### src/rtl/sync_ram_pkg.sv
// Shared types and helpers for the simple dual-port synchronous RAM.
package sync_ram_pkg;

  typedef enum logic {
    ST_CLEAR = 1'b0,
    ST_READY = 1'b1
  } state_e;

  localparam int RDW_READ_FIRST  = 0;
  localparam int RDW_WRITE_FIRST = 1;

  function automatic int calc_be_w(input int data_w);
    return data_w / 8;
  endfunction

  // One byte lane of a byte-enable merge; callers loop over lanes so the
  // helper stays independent of the word width.
  function automatic logic [7:0] merge_byte(input logic [7:0] old_b,
                                            input logic [7:0] new_b,
                                            input logic       en);
    return en ? new_b : old_b;
  endfunction

endpackage

### src/rtl/sync_ram_clear_fsm.sv
// Post-reset clear sequencer: walks every word once, then raises init_done.
// Holds the array closed to port traffic until the sweep (if any) is finished.
module sync_ram_clear_fsm
  import sync_ram_pkg::*;
#(
  parameter int ADDR_W         = 4,
  parameter int DEPTH          = 16,
  parameter int CLEAR_ON_RESET = 1
) (
  input  logic              clk_i,
  input  logic              rst_i,
  output logic              init_done_o,
  output logic              clr_we_o,
  output logic [ADDR_W-1:0] clr_addr_o
);

  localparam logic [ADDR_W-1:0] LAST_ADDR = ADDR_W'(DEPTH - 1);

  state_e            state_q;
  logic [ADDR_W-1:0] clr_addr_q;
  logic              init_done_q;

  always_ff @(posedge clk_i) begin
    if (rst_i) begin
      state_q     <= ST_CLEAR;
      clr_addr_q  <= '0;
      init_done_q <= 1'b0;
    end else begin
      case (state_q)
        ST_CLEAR: begin
          if (CLEAR_ON_RESET == 0 || clr_addr_q == LAST_ADDR) begin
            state_q     <= ST_READY;
            init_done_q <= 1'b1;
          end
          if (CLEAR_ON_RESET != 0) begin
            clr_addr_q <= clr_addr_q + 1'b1;
          end
        end
        default: begin
          state_q     <= ST_READY;
          init_done_q <= 1'b1;
        end
      endcase
    end
  end

  // rst gates the strobe so an interrupted sweep never writes on the reset edge.
  assign clr_we_o    = (state_q == ST_CLEAR) && !rst_i && (CLEAR_ON_RESET != 0);
  assign clr_addr_o  = clr_addr_q;
  assign init_done_o = init_done_q;

endmodule

### src/rtl/sync_ram_dp.sv
// Simple dual-port sync RAM: byte-enable writes, selectable read-during-write,
// optional output register, and a hardware clear sweep after reset.
module sync_ram_dp
  import sync_ram_pkg::*;
#(
  parameter int DATA_W         = 8,
  parameter int ADDR_W         = 4,
  parameter int DEPTH          = 16,
  parameter int OUT_REG        = 0,
  parameter int RDW_MODE       = 0,
  parameter int CLEAR_ON_RESET = 1,
  localparam int BE_W          = calc_be_w(DATA_W)
) (
  input  logic              clk,
  input  logic              rst,
  output logic              init_done,
  input  logic              we,
  input  logic [ADDR_W-1:0] waddr,
  input  logic [DATA_W-1:0] wdata,
  input  logic [BE_W-1:0]   wbe,
  input  logic              re,
  input  logic [ADDR_W-1:0] raddr,
  output logic [DATA_W-1:0] rdata,
  output logic              rvalid
);

  localparam logic [ADDR_W:0] DEPTH_L = (ADDR_W + 1)'(DEPTH);

  logic [DATA_W-1:0] mem_q [DEPTH];

  logic              clr_we;
  logic [ADDR_W-1:0] clr_addr;

  sync_ram_clear_fsm #(
    .ADDR_W         (ADDR_W),
    .DEPTH          (DEPTH),
    .CLEAR_ON_RESET (CLEAR_ON_RESET)
  ) u_clear_fsm (
    .clk_i       (clk),
    .rst_i       (rst),
    .init_done_o (init_done),
    .clr_we_o    (clr_we),
    .clr_addr_o  (clr_addr)
  );

  logic              wr_en, rd_en, rd_in_range, rdw_hit;
  logic [DATA_W-1:0] wr_old, wr_merged, rd_old, rdata_d;

  assign wr_en       = init_done & we & ({1'b0, waddr} < DEPTH_L);
  assign rd_en       = init_done & re;
  assign rd_in_range = {1'b0, raddr} < DEPTH_L;
  assign rdw_hit     = wr_en & rd_en & (waddr == raddr);

  assign wr_old = wr_en ? mem_q[waddr] : '0;
  assign rd_old = rd_in_range ? mem_q[raddr] : '0;

  always_comb begin
    wr_merged = wr_old;
    for (int i = 0; i < BE_W; i++) begin
      wr_merged[8*i +: 8] = merge_byte(wr_old[8*i +: 8], wdata[8*i +: 8], wbe[i]);
    end
  end

  // Write-first forwards the merged word; read-first sees the array before the write.
  assign rdata_d = (RDW_MODE == RDW_WRITE_FIRST && rdw_hit) ? wr_merged : rd_old;

  always_ff @(posedge clk) begin
    if (clr_we) begin
      mem_q[clr_addr] <= '0;
    end else if (wr_en) begin
      mem_q[waddr] <= wr_merged;
    end
  end

  logic [DATA_W-1:0] rdata1_q;
  logic              rvld1_q;

  always_ff @(posedge clk) begin
    if (rst) begin
      rdata1_q <= '0;
      rvld1_q  <= 1'b0;
    end else begin
      rvld1_q <= rd_en;
      if (rd_en) begin
        rdata1_q <= rdata_d;
      end
    end
  end

  generate
    if (OUT_REG != 0) begin : g_out_reg
      logic [DATA_W-1:0] rdata2_q;
      logic              rvld2_q;

      always_ff @(posedge clk) begin
        if (rst) begin
          rdata2_q <= '0;
          rvld2_q  <= 1'b0;
        end else begin
          rvld2_q <= rvld1_q;
          if (rvld1_q) begin
            rdata2_q <= rdata1_q;
          end
        end
      end

      assign rdata  = rdata2_q;
      assign rvalid = rvld2_q;
    end else begin : g_no_out_reg
      assign rdata  = rdata1_q;
      assign rvalid = rvld1_q;
    end
  endgenerate

endmodule

### config.mk
export PLATFORM = sky130hd
export DESIGN_NAME = sync_ram_dp
export DESIGN_NICKNAME = d
export VERILOG_FILES = /design/src/rtl/sync_ram_pkg.sv /design/src/rtl/sync_ram_clear_fsm.sv /design/src/rtl/sync_ram_dp.sv
export SDC_FILE = /design/constraint.sdc
export NUM_CORES = 1
export LEC_CHECK = 0
export BUFFER_PORTS_ARGS = -buffer_cell sky130_fd_sc_hd__buf_2
export CAP_MARGIN = 40
export CORE_AREA = 2 2 99 124
export DETAILED_ROUTE_END_ITERATION = 10
export DIE_AREA = 0 0 101 126
export PLACE_DENSITY = 0.71
export SYNTH_ARGS = -nofsm -noshare
export SYNTH_HDL_FRONTEND = slang
export SYNTH_HIERARCHICAL = 1
export SYNTH_SLANG_ARGS = --single-unit
### constraint.sdc
create_clock -name clk -period 3.9 [get_ports clk]
set_input_delay 1.17 -clock clk [delete_from_list [all_inputs] [get_ports clk]]
set_output_delay 1.17 -clock clk [all_outputs]
set_load 0.03 [all_outputs]
[Word-level counts from Yosys, hierarchy flattened]
Memory sizes are Yosys's and may differ from the RTL's. A register that Yosys moved wholly into a read port is not among the register bits.
Cells that the tools add are included.
Word-level totals
  bits in registers: 7
  bits in latches: 0
  memory bits (writable): 128
  bits in read-only memories: 0
  input bits: 21
  output and inout bits: 10
  logic and storage cells: 30
  memories kept: 1
Operators by class
  add/sub/neg operators: 1
  multiply operators: 0
  div/mod/pow operators: 0
  $lt $le $gt $ge: 0
  equality and inequality tests: 2
  shifts and indexed selects: 0
  mux-type cells: 14
  bitwise logic cells: 3
  reduce and logical (&&, ||, !) cells: 5
Memories
  mem_q: depth 16, width 8, read ports 1, clocked after memory_dff 1, write ports 1, line sync_ram_dp.sv:29  | logic [DATA_W-1:0] mem_q [DEPTH];
Operators with widths (number)
  2-to-1 mux 8 bit: 3
  2-to-1 mux 1 bit: 10
  OR reduction 8 bit: 1
  adder 4 x 1 -> 4 bit (second input constant): 1
  == test 4 bit (second input constant): 1
  2-to-1 mux 4 bit: 1
  AND 1 bit: 2
  != test 2 bit (second input constant): 1
  AND reduction 2 bit: 1
  nonzero test 2 bit: 1
  logical AND 1 bit: 1
  zero test 1 bit: 1
  NOT 1 bit: 1

[Longest topological paths before layout]
  word-level depth: 7
  depth in mapped cells: 7
  depth with buffers taken out: 5

[Cells and area by module]
Netlist, hierarchy kept.
By module, submodules not included
  sync_ram_dp: instances 1, cells each 272, area an instance 5429.0 µm², seq. area each 4023.9 µm²
  sync_ram_clear_fsm: instances 1, cells each 22, area an instance 221.5 µm², seq. area each 120.1 µm²

[Worst setup path after synthesis]
No wires, ideal clock.
  kind: input to register
  from: input port rst
  to: memory mem_q[1][0], enable pin
  library setup time: 0.370 ns
  arrival: 2.371 ns
  required time: 3.530 ns
  path slack: 1.159 ns
  stages: 6
  path buffers: 1
  cell sequence: nor2_1 > and4b_1 > clkbuf_1 > nor3b_1 > a31oi_1 > nor2_1
Between the ends
  longest elaborated chain between the ends: 7
  elaborated cells between the ends (all ways): 10
  classes of those cells: 6 x mux; 4 x reduce/logical
Ends and longest elaborated chain
  from (decl): line sync_ram_dp.sv:15  | input logic rst,
  zero test 1 bit *: line sync_ram_clear_fsm.sv:48  | assign clr_we_o = (state_q == ST_CLEAR) && !rst_i && (CLEAR_ON_RESET != 0);
  logical AND 1 bit *: line sync_ram_clear_fsm.sv:48
  2-to-1 mux 1 bit: line sync_ram_dp.sv:68  | if (clr_we) begin
  2-to-1 mux 1 bit (not written as such): line sync_ram_dp.sv:71  | mem_q[waddr] <= wr_merged;
  AND reduction 2 bit (no line)
  OR reduction 8 bit (no line)
  2-to-1 mux 4 bit (no line) / 2-to-1 mux 1 bit (equally long branches)
  to (decl): line sync_ram_dp.sv:29
Every way passes the cells marked *; elsewhere a longest branch is shown, timed or not.

[Worst setup path after layout]
  from: input port rst
  to: memory mem_q[10][0], enable pin
Between the ends
  longest elaborated chain between the ends: 7
  elaborated cells between the ends (all ways): 10
  classes of those cells: 6 x mux; 4 x reduce/logical
Ends and longest elaborated chain
  zero test 1 bit *: line sync_ram_clear_fsm.sv:48
  logical AND 1 bit *: line sync_ram_clear_fsm.sv:48
  net clr_we: line sync_ram_dp.sv:31  | logic clr_we;
  2-to-1 mux 1 bit: line sync_ram_dp.sv:68
  2-to-1 mux 1 bit (not written as such): line sync_ram_dp.sv:71
  AND reduction 2 bit (no line)
  OR reduction 8 bit (no line)
  2-to-1 mux 4 bit (no line) / 2-to-1 mux 1 bit (equally long branches)
The timed path passes the listed nets; every way through them passes the cells marked *.

==> flow_summary.yaml <==
power:
  finalPower_uw: 3320
  peakVddDrop_uv: 306
  p_per_area_mw_per_mm2: 511
  power.leakage_uw: 0.00247
global_routing:
  first_global_vias: 2818
  grt-ovfl-total: 0
  antenna_found_initial: 0
  grt_max_degree: 24
  track_usage: 0.182
  grt_pass1_wl_um: 16300
clock_network:
  tritoncts: "done"
  cts-root-buf: "clkbuf_16"
  cts_made_buffers: 17
  clkSlewWorstSetupHoldPaths_ps: 60
  post_cts_resized: 0
  htreeDepth: 4
  clk_latency_ps: 410
  cts_max_path_buffers: 2
  numClockSinks: 143
  holdBufCountCts: 0
  post_cts_buffers: 0
final_layout:
  syn2layout_area_growth_pct: 15.1
  nNetsFinal: 357
  drive_above_1_share: 0.270
  finalNonFillerCells: 486
  antenna_cells: 0
  fin_area_mm2: 0.00650
detailed_routing:
  dr.first_iter.drc_count: 298
  vias: 2796
  drc_errors: 0
  post_drt_wl_per_cell_um: 21.7
  vias_per_cell: 5.75
  ant_nets: 0
  detail_route.wirelength_um: 10500
  drtPass1Iterations: 5
critical_path:
  cpMostUsedCell: "nor2_1"
  crit_path_top_delay_cell: "nor2_1"
  rr_worst_depth: 4
  regToRegSetupSlack_ps: 1430
  r2r_end: "mem_q[10][0]$_DFFE_PP_"
  r2r_start: "u_clear_fsm/state_q$_SDFF_PP0_"
  crit_type: "in -> reg"
  startpoint_type: "input port"
  worstPathRequired_ps: 3940
  worstSetupEndpointType: "flop"
  cp_num_buf_inv: 1
  path_cells: "buf_2, nor2_1, and4b_1, a32oi_1, nor2_1"
  crit_arrival_ps: 2970
  crit_family: "simple AND/OR/NAND/NOR gates"
  path_max_fanout: 20
  cpPeakStageDelay_ps: 620
timing:
  fmax_ghz: 0.342
  drv_slew: 0
  whs_ps: 467
  rsz0062_at_grt: "false"
  min_period_over_period: 0.750
  setup_viol: 0
  tightest_slew_ps: 790
  finClkSkew_ps: 8.69
  slew_headroom: 0.473
  timing.setup.tns_ps: 0
  hold_violations: 0
  period_needed_ps: 2930
logic_synthesis:
  synth-seq-cells: 143
  yosysSeqAreaShare: 0.733
  synth_edf_count: 128
  avgSynthCellArea_um2: 19.2
  synth_common_cells: "edfxtp_1 (128), nor2_1 (24), mux4_2 (22)"
  yosysTopAreaCell: "edfxtp_1"
  syn-cell-area_mm2: 0.00565
  synth_ff_type: "edfxtp_1"
  synth_most_common_cell: "edfxtp_1"
  yosysUniqueCellTypes: 37
  ys_top_cells_by_area: "edfxtp_1 (68%), mux4_2 (8.8%), dfxtp_1 (5.3%)"
  async_reset_ff_frac: 0
  syn_inst: 294
  yosys_warnings: 6
  syn-num-nets: 316
  synth_top_cell_area_share: 0.680
min_path:
  holdPathEnd: "rdata[1]$_SDFFE_PP0P_"
  min-delay-path-class: "reg -> reg"
  min_from: "rdata[1]$_SDFFE_PP0P_"
  hold_depth: 2
placement:
  port_buffers: 30
  dp.cells: 454
  place_area_mm2: 0.00592
  place_congestion: 0.777
  post-dp-hpwl_um: 7040
floorplan:
  io_pins: 31
  die_h_um: 126
  rows: 44
  die_area_mm2: 0.0127
  core_mm2: 0.0116
  initial_core_util: 0.489
  die_x_um: 101
run_status:
  status: "completed"
job:
  cap_violations: 0
tightest hold or removal path: cells and delay by family (launching register included):
family        cells  cell delay [ps]
simple gates      2              110
flops             1              330
per-stage QoR:
step | setup WS (ps) | util
floorplan | 1160 | -
global placement | 636 | 0.512
detailed placement | 510 | 0.512
CTS | 970 | 0.563
global route | 775 | 0.563
finish | 973 | 0.563
cells in the final DEF, fill, tap and decap left out, types with 7 or more instances in the layout:
cell type and count:
a31oi_1 7, dfxtp_1 15, mux2_2 8, mux2i_1 12
mux4_1 8, mux4_2 22, buf_2 30, clkbuf_16 20
a22oi_1 7, and2_1 10, nor2_1 24, edfxtp_1 128
worst max path at each step:
stage / start / endpoint / slack [ps] / cells after the start
after CTS: rst / mem_q[15][2]$_DFFE_PP_ / 970 / 5
after global routing: rst / mem_q[15][7]$_DFFE_PP_ / 770 / 5
after detailed placement: rst / mem_q[10][3]$_DFFE_PP_ / 510 / 5
after global placement: rst / mem_q[11][7]$_DFFE_PP_ / 640 / 5
after floorplan: rst / mem_q[1][0]$_DFFE_PP_ / 1160 / 6
final: rst / mem_q[10][0]$_DFFE_PP_ / 970 / 5
area by class of cell:
| cell class | instances | area, um^2 |
|---|---|---|
| clock buffers | 25 | 539 |
| flip-flops and latches | 143 | 4140 |
| inverters | 6 | 22.5 |
| well taps | 138 | 173 |
| fillers | 871 | 5060 |
| clock inverters | 7 | 43.8 |
| multi-input cells | 132 | 1390 |
| repair buffers | 35 | 188 |
sequential cells by signal (all words and copies together) (netlist names):
name and cells:
u_clear_fsm/init_done_o 1, u_clear_fsm/state_q 1, rvalid 1, u_clear_fsm/clr_addr_o 4, mem_q 128, rdata 8
kinds of logic after synthesis:
kind of cell	after synthesis	share of synthesized area
flip-flops	143	0.733
AND/OR/NAND/NOR	51	0.0467
multiplexers	50	0.162
AO/OA/AOI/OAI	27	0.0310
buffers and inverters	19	0.0199
XOR/XNOR	3	0.00465
adder cells (fa/ha/maj)	1	0.00221
routing by layer:
metal	share of wire	global-route usage
met1	0.43	0.250
met2	0.48	0.272
met3	0.071	0.0566
met4	0.021	0.0739
met5	0	0
report_power, final:
part | switching, uW | internal, uW | leakage (uW)
clock network | 574 | 959 | 0.000289
logic | 63.9 | 53.6 | 0.000699
registers | 8.45 | 1670 | 0.00148
(Power assumes the default switching activity.)
